File: config.mk
export PLATFORM = sky130hd
export DESIGN_NAME = bus_alu_sequencer_flat
export DESIGN_NICKNAME = d
export VERILOG_FILES = /design/src/rtl/bus_alu_sequencer_pkg.sv /design/src/rtl/bus_alu_sequencer_if.sv /design/src/rtl/bus_alu_sequencer_alu.sv /design/src/rtl/bus_alu_sequencer.sv /design/src/flat_wrapper.sv
export SDC_FILE = /design/constraint.sdc
export NUM_CORES = 2
export LEC_CHECK = 0
export BUFFER_PORTS_ARGS = -buffer_cell sky130_fd_sc_hd__buf_2
export CORE_MARGIN = 4
export CORE_UTILIZATION = 59
export CTS_CLUSTER_DIAMETER = 100
export CTS_CLUSTER_SIZE = 14
export DETAILED_ROUTE_END_ITERATION = 12
export PLACE_DENSITY_LB_ADDON = 0.25
export REMOVE_ABC_BUFFERS = 1
export SLEW_MARGIN = 20
export SYNTH_ARGS = -nofsm -noshare
export SYNTH_HDL_FRONTEND = slang
export SYNTH_SLANG_ARGS = --single-unit
File: constraint.sdc
create_clock -name clk -period 10 [get_ports clk]
set_clock_uncertainty 0.15 [all_clocks]
set_input_delay 0.5 -clock clk [delete_from_list [all_inputs] [get_ports clk]]
set_output_delay 0.5 -clock clk [all_outputs]
set_load 0.02 [all_outputs]
File: src/rtl/bus_alu_sequencer_pkg.sv
// Shared opcode/state definitions for the single-bus ALU sequencer.
// Imported by the top level and the ALU.
package cpu_pkg;

  localparam logic [3:0] OP_ADD  = 4'd0;
  localparam logic [3:0] OP_SUB  = 4'd1;
  localparam logic [3:0] OP_AND  = 4'd2;
  localparam logic [3:0] OP_OR   = 4'd3;
  localparam logic [3:0] OP_SHL  = 4'd4;
  localparam logic [3:0] OP_SHR  = 4'd5;
  localparam logic [3:0] OP_SHRA = 4'd6;
  localparam logic [3:0] OP_MUL  = 4'd7;
  localparam logic [3:0] OP_NOT  = 4'd8;

  localparam logic [2:0] S_IDLE  = 3'd0;
  localparam logic [2:0] S_T_RB  = 3'd1;
  localparam logic [2:0] S_T_RC  = 3'd2;
  localparam logic [2:0] S_T_ZLO = 3'd3;
  localparam logic [2:0] S_T_ZHI = 3'd4;
  localparam logic [2:0] S_DONE  = 3'd5;

  function automatic logic is_legal_op(input logic [3:0] op);
    return op <= OP_NOT;
  endfunction

endpackage

File: src/rtl/bus_alu_sequencer_if.sv
// Control-side bundle of the ALU sequencer: issue, external load,
// debug read and status.
interface bus_alu_sequencer_if #(
  parameter int DATA_W = 32,
  parameter int IDX_W  = 4
);
  logic              start;
  logic [3:0]        op;
  logic [IDX_W-1:0]  ra;
  logic [IDX_W-1:0]  rb;
  logic [IDX_W-1:0]  rc;
  logic              wr_en;
  logic [IDX_W-1:0]  wr_idx;
  logic [DATA_W-1:0] wr_data;
  logic [IDX_W-1:0]  rd_idx;
  logic [DATA_W-1:0] rd_data;
  logic              busy;
  logic              done;
  logic              err;
  logic [DATA_W-1:0] hi_out;
  logic [DATA_W-1:0] lo_out;
  logic [DATA_W-1:0] bus_dbg;

  modport master (
    output start, op, ra, rb, rc,
    output wr_en, wr_idx, wr_data, rd_idx,
    input  rd_data, busy, done, err,
    input  hi_out, lo_out, bus_dbg
  );

  modport slave (
    input  start, op, ra, rb, rc,
    input  wr_en, wr_idx, wr_data, rd_idx,
    output rd_data, busy, done, err,
    output hi_out, lo_out, bus_dbg
  );
endinterface

File: src/rtl/bus_alu_sequencer_alu.sv
// Combinational ALU: a comes from Y, b from the bus.
// Illegal opcodes produce a zero result.
module alu_param
  import cpu_pkg::*;
#(
  parameter int DATA_W = 32
) (
  input  logic [DATA_W-1:0]   a,
  input  logic [DATA_W-1:0]   b,
  input  logic [3:0]          op,
  output logic [2*DATA_W-1:0] result
);
  localparam int SH_W = $clog2(DATA_W);

  logic [SH_W-1:0]     sh;
  logic [DATA_W-1:0]   lo_w;
  logic [2*DATA_W-1:0] prod;

  assign sh = b[SH_W-1:0];

  // Sign-extend to full width so the product keeps all 2*DATA_W bits
  assign prod = $signed({{DATA_W{a[DATA_W-1]}}, a})
              * $signed({{DATA_W{b[DATA_W-1]}}, b});

  always_comb begin
    lo_w = '0;
    unique case (op)
      OP_ADD:  lo_w = a + b;
      OP_SUB:  lo_w = a - b;
      OP_AND:  lo_w = a & b;
      OP_OR:   lo_w = a | b;
      OP_SHL:  lo_w = a << sh;
      OP_SHR:  lo_w = a >> sh;
      OP_SHRA: lo_w = $signed(a) >>> sh;
      OP_NOT:  lo_w = ~b;
      default: lo_w = '0;
    endcase
  end

  always_comb begin
    result = {{DATA_W{1'b0}}, lo_w};
    if (op == OP_MUL) result = prod;
  end

endmodule

File: src/rtl/bus_alu_sequencer.sv
// Single-bus datapath running R[ra] <= R[rb] op R[rc] as a
// T-state sequence through Y and {ZHI,ZLO}.
module bus_alu_sequencer
  import cpu_pkg::*;
#(
  parameter int DATA_W   = 32,
  parameter int NUM_REGS = 16
) (
  input logic               clk,
  input logic               clr,
  bus_alu_sequencer_if.slave bus
);
  localparam int IDX_W = $clog2(NUM_REGS);

  logic [DATA_W-1:0]   regs [NUM_REGS];
  logic [DATA_W-1:0]   y, zhi, zlo, hi, lo;
  logic [DATA_W-1:0]   bus_v;
  logic [2*DATA_W-1:0] alu_res;
  logic [2:0]          state;
  logic [3:0]          op_q;
  logic [IDX_W-1:0]    ra_q, rb_q, rc_q;
  logic                done_q, err_q;
  logic                legal, is_mul;

  assign legal  = is_legal_op(op_q);
  assign is_mul = op_q == OP_MUL;

  always_comb begin
    bus_v = '0;
    unique case (1'b1)
      (state == S_T_RB):  bus_v = regs[rb_q];
      (state == S_T_RC):  bus_v = regs[rc_q];
      (state == S_T_ZLO): bus_v = zlo;
      (state == S_T_ZHI): bus_v = zhi;
      default:            bus_v = '0;
    endcase
  end

  alu_param #(.DATA_W(DATA_W)) u_alu (
    .a      (y),
    .b      (bus_v),
    .op     (op_q),
    .result (alu_res)
  );

  always_ff @(posedge clk) begin
    if (clr) begin
      for (int i = 0; i < NUM_REGS; i++) regs[i] <= '0;
      y      <= '0;
      zhi    <= '0;
      zlo    <= '0;
      hi     <= '0;
      lo     <= '0;
      state  <= S_IDLE;
      op_q   <= '0;
      ra_q   <= '0;
      rb_q   <= '0;
      rc_q   <= '0;
      done_q <= 1'b0;
      err_q  <= 1'b0;
    end else begin
      done_q <= 1'b0;
      err_q  <= 1'b0;
      unique case (state)
        S_IDLE: begin
          if (bus.wr_en) regs[bus.wr_idx] <= bus.wr_data;
          if (bus.start) begin
            op_q  <= bus.op;
            ra_q  <= bus.ra;
            rb_q  <= bus.rb;
            rc_q  <= bus.rc;
            state <= S_T_RB;
          end
        end
        S_T_RB: begin
          y     <= bus_v;
          state <= S_T_RC;
        end
        S_T_RC: begin
          {zhi, zlo} <= alu_res;
          state      <= S_T_ZLO;
        end
        S_T_ZLO: begin
          if (legal) regs[ra_q] <= bus_v;
          if (is_mul) begin
            lo    <= bus_v;
            state <= S_T_ZHI;
          end else begin
            state  <= S_DONE;
            done_q <= 1'b1;
            err_q  <= ~legal;
          end
        end
        S_T_ZHI: begin
          hi     <= bus_v;
          state  <= S_DONE;
          done_q <= 1'b1;
        end
        S_DONE:  state <= S_IDLE;
        default: state <= S_IDLE;
      endcase
    end
  end

  assign bus.rd_data = regs[bus.rd_idx];
  assign bus.busy    = state != S_IDLE;
  assign bus.done    = done_q;
  assign bus.err     = err_q;
  assign bus.hi_out  = hi;
  assign bus.lo_out  = lo;
  assign bus.bus_dbg = bus_v;

endmodule

File: src/flat_wrapper.sv
// flat-port wrapper written by rule: the top's interface ports become plain ports
module bus_alu_sequencer_flat import cpu_pkg::*;
#(
  parameter int DATA_W   = 32,
  parameter int NUM_REGS = 16
)
  (clk, clr, bus_start, bus_op, bus_ra, bus_rb, bus_rc, bus_wr_en, bus_wr_idx, bus_wr_data, bus_rd_idx, bus_rd_data, bus_busy, bus_done, bus_err, bus_hi_out, bus_lo_out, bus_bus_dbg);
  bus_alu_sequencer_if #(.DATA_W(DATA_W)) bus_i ();
  input logic clk;
  input logic clr;
  input wire logic [$bits(bus_i.start)-1:0] bus_start;
  input wire logic [$bits(bus_i.op)-1:0] bus_op;
  input wire logic [$bits(bus_i.ra)-1:0] bus_ra;
  input wire logic [$bits(bus_i.rb)-1:0] bus_rb;
  input wire logic [$bits(bus_i.rc)-1:0] bus_rc;
  input wire logic [$bits(bus_i.wr_en)-1:0] bus_wr_en;
  input wire logic [$bits(bus_i.wr_idx)-1:0] bus_wr_idx;
  input wire logic [$bits(bus_i.wr_data)-1:0] bus_wr_data;
  input wire logic [$bits(bus_i.rd_idx)-1:0] bus_rd_idx;
  output wire logic [$bits(bus_i.rd_data)-1:0] bus_rd_data;
  output wire logic [$bits(bus_i.busy)-1:0] bus_busy;
  output wire logic [$bits(bus_i.done)-1:0] bus_done;
  output wire logic [$bits(bus_i.err)-1:0] bus_err;
  output wire logic [$bits(bus_i.hi_out)-1:0] bus_hi_out;
  output wire logic [$bits(bus_i.lo_out)-1:0] bus_lo_out;
  output wire logic [$bits(bus_i.bus_dbg)-1:0] bus_bus_dbg;
  assign bus_i.start = bus_start;
  assign bus_i.op = bus_op;
  assign bus_i.ra = bus_ra;
  assign bus_i.rb = bus_rb;
  assign bus_i.rc = bus_rc;
  assign bus_i.wr_en = bus_wr_en;
  assign bus_i.wr_idx = bus_wr_idx;
  assign bus_i.wr_data = bus_wr_data;
  assign bus_i.rd_idx = bus_rd_idx;
  assign bus_rd_data = bus_i.rd_data;
  assign bus_busy = bus_i.busy;
  assign bus_done = bus_i.done;
  assign bus_err = bus_i.err;
  assign bus_hi_out = bus_i.hi_out;
  assign bus_lo_out = bus_i.lo_out;
  assign bus_bus_dbg = bus_i.bus_dbg;
  bus_alu_sequencer #(.DATA_W(DATA_W), .NUM_REGS(NUM_REGS)) u_core (.clk(clk), .clr(clr), .bus(bus_i));
endmodule
==> run metrics <==
crit-path max cell delay 560 ps; drt total wl 309 mm; initial antenna violation count 16; Final Core Density 66.1%; hold slack 73.2 ps; Setup WS post-layout 97.5 ps; Avg Inst Size Synth 10.2 µm²; CTS clk-pin slew, worst paths 90 ps; status finished, final reports clean; CTS tree done; Mapped Cells 7897; min Tclk post-route 9900 ps; IO Pins 191; fmax 101 MHz; Place WS -337 ps; most used cell, CP fa_1; total grt overflow 0; relative slew slack 14.8%; Die X 377 µm; Setup crit end kind flop; clk_lat worst skew 740 ps; Final Max Tran Viols 0; first-pass GRT wire length 449 mm; DR vias/cell 6.75; total iterations of the first detailed-routing run 9; critical path class reg2reg; vias in the first global route 68800; largest net degree at the start of global routing 63; CP Launch Type flop; Req. time, crit path 10410 ps; prevailing post-synth register cell edfxtp_1; Final Setup Violations 0; Routability Congestion 1.05; Die Area 142000 µm²; core area 135000 µm²; TNS Setup 0 ps; RSZ-0062 raised after global routing yes; fin nets 9577; Reg area 19200 µm²; filler cell count 10400; DR WL/cell 30.7 µm; HP Class in2reg; number of remaining DRC errors 0; Syn-to-layout area delta 11.4%; initial core utilization 59.4%; total number of vias 67900; Max-cap violations 0; Max FO, Critical Path 11; flops & latches, synth 701; area of the multi-input gates 55300 µm²; clock tree buffer depth 3; Synth Warn # 0; clk root buf clkbuf_16; Synth Cell Area 80300 µm²; post-route ant nets 0; proportion of layout cells with a drive suffix above 1 18.4%; Leak 0.0389 µW; register area share after synthesis 23.9%; hpwl dp 224 mm; final hold violations 0; row cnt 135; ys async rst share 0%; CP max-delay cell fa_1; GRT Total Usage 43.2%; clock sinks 701; Unique masters post-synth 93; fin crit share 99.0%; number of synthesized flops with an enable pin 512; Critical Path AT 10310 ps; Cell Pwr Density 130 nW/µm²; total CTS buffers 59; DRT iter0 DRCs 9945; worst-margin pin slew 1280 ps; H-Tree Depth 2; die height 377 µm; port bufs 190; peak supply drop 0.000176 V
cell usage in the layout (no fill, tap or decap), types with 30 or more instances in the layout:
| cell | synthesis | final |
|---|---|---|
| o21ai_0 | 179 | 173 |
| o211ai_1 | 30 | 30 |
| and2_1 | 368 | 368 |
| dfxtp_1 | 189 | 179 |
| clkbuf_1 | 449 | 40 |
| nand2_1 | 890 | 878 |
| nor2b_1 | 126 | 125 |
| clkbuf_16 | 0 | 65 |
| inv_1 | 1024 | 1021 |
| buf_4 | 15 | 588 |
| a221oi_1 | 34 | 33 |
| a21o_1 | 63 | 63 |
| a211oi_1 | 56 | 53 |
| mux4_2 | 395 | 395 |
| nand4_1 | 41 | 41 |
| a31oi_1 | 31 | 30 |
| o22ai_1 | 48 | 47 |
| edfxtp_1 | 512 | 512 |
| a21oi_1 | 256 | 245 |
| nor2_1 | 841 | 837 |
| fa_1 | 1083 | 1072 |
| nor3_1 | 49 | 44 |
| buf_2 | 60 | 187 |
| xnor2_1 | 73 | 73 |
| ha_1 | 219 | 216 |
| mux2i_1 | 212 | 203 |
| xor2_1 | 50 | 50 |
| buf_12 | 0 | 49 |
| a22oi_1 | 76 | 75 |
| nand3_1 | 50 | 47 |
| mux2_2 | 32 | 31 |
sequential cells by signal (all words and copies together) (netlist names), named ones only:
signal and count:
u_core.rb_q 4, u_core.zhi 32, u_core.y 32, u_core.bus.done 1
u_core.bus.hi_out 32, u_core.zlo 32, u_core.rc_q 4, u_core.regs 512
u_core.ra_q 4, u_core.state 3, u_core.bus.err 1, u_core.bus.lo_out 32
u_core.op_q 4
area by class of cell:
cell class              instances  share of cell area [%]
diodes                         17                  0.0475
clock buffers                  99                    1.82
clock inverters                10                   0.214
inverters                    1035                    4.35
multi-input cells            5551                    61.9
flip-flops and latches        701                    21.4
well taps                    1781                    2.49
repair buffers                867                    7.79
critical path, delay by kind of cell (launching register included):
family	cells	cell delay (ps)
compound gates	9	1850
fa+ha+maj	9	4350
simple gates	6	1330
flops	1	440
xor+xnor	1	210
buf+inv	9	1350
cells in the mapped netlist, types with 15 or more instances:
cell type | count | area [µm²]
a211oi_1 | 56 | 420
a21o_1 | 63 | 473
a21oi_1 | 256 | 1280
a221oi_1 | 34 | 298
a22oi_1 | 76 | 571
a311oi_1 | 15 | 131
a31oi_1 | 31 | 194
and2_1 | 368 | 2300
and3_1 | 16 | 100
buf_1 | 72 | 270
buf_2 | 60 | 300
buf_4 | 15 | 113
clkbuf_1 | 449 | 1690
dfxtp_1 | 189 | 3780
edfxtp_1 | 512 | 15400
fa_1 | 1083 | 21700
ha_1 | 219 | 2740
inv_1 | 1024 | 3840
mux2_2 | 32 | 360
mux2i_1 | 212 | 2120
mux4_2 | 395 | 8900
nand2_1 | 890 | 3340
nand2b_1 | 35 | 219
nand3_1 | 50 | 250
nand4_1 | 41 | 257
nor2_1 | 841 | 3160
nor2b_1 | 126 | 788
nor3_1 | 49 | 245
o211ai_1 | 30 | 225
o21ai_0 | 179 | 896
o21ai_1 | 16 | 80.1
o221ai_1 | 15 | 131
o22a_1 | 21 | 184
o22ai_1 | 48 | 300
o31ai_1 | 17 | 128
xnor2_1 | 73 | 639
xor2_1 | 50 | 438
stage by stage:
step | cell area (µm²) | power, µW | std cells
floorplan | 77800 | 6680 | 7287
global placement | 86200 | 8930 | 9857
detailed placement | 86200 | 9010 | 9857
CTS | 88300 | 11300 | 9984
global route | 89400 | 12100 | 10000
finish | 89500 | 11700 | 10100
path summary, 6_finish.rpt:
path | from | to | slack (ps) | depth (start not counted)
hold / removal | bus_wr_data[11] | u_core.regs[12][11] | 70 | 3
hold reg to reg | u_core.zhi[31] | u_core.zhi[31] | 300 | 2
setup reg to reg | u_core.state[2] | u_core.zhi[25] | 100 | 34
setup / recovery | u_core.state[2] | u_core.zhi[25] | 100 | 34
metal layers:
metal / GRT usage (%) / share of wire, % / routed length (µm)
met4: 25.0 / 7.8 / 24000
met1: 55.1 / 33 / 103000
met3: 15.3 / 16 / 48200
met5: 0.720 / 0.053 / 165
met2: 64.4 / 43 / 134000
power by group:
| part | leakage (µW) | internal, µW | switching [µW] | total (µW) |
|---|---|---|---|---|
| sequential | 0.00683 | 3240 | 183 | 3430 |
| combinational | 0.0312 | 2230 | 3670 | 5900 |
| clock | 0.000856 | 1150 | 1200 | 2350 |
| total | 0.0389 | 6620 | 5040 | 11700 |
cell families (layout without fill, tap and decap cells):
group,after synthesis,after routing,share of synthesized area (%)
buffers and inverters,1645,2011,7.98
and+or+nand+nor,2496,2496,14.1
other,0,17,0
xor gates and xnor gates,123,123,1.34
DFF,701,701,23.9
AOI/OAI and AO/OA,991,991,8.11
muxes,639,639,14.2
adders and majority gates,1302,1302,30.4
repair_timing:
action | in CTS | in global routing
hold buffers | 14 | 0
gates cloned | 1 | 6
setup endpoints to repair | 18 | 33
gates resized for setup | 23 | 98
buffers inserted | 3 | 54
hold endpoints to repair | 19 | 0
pin swaps | 3 | 44
(Power assumes the default switching activity.)
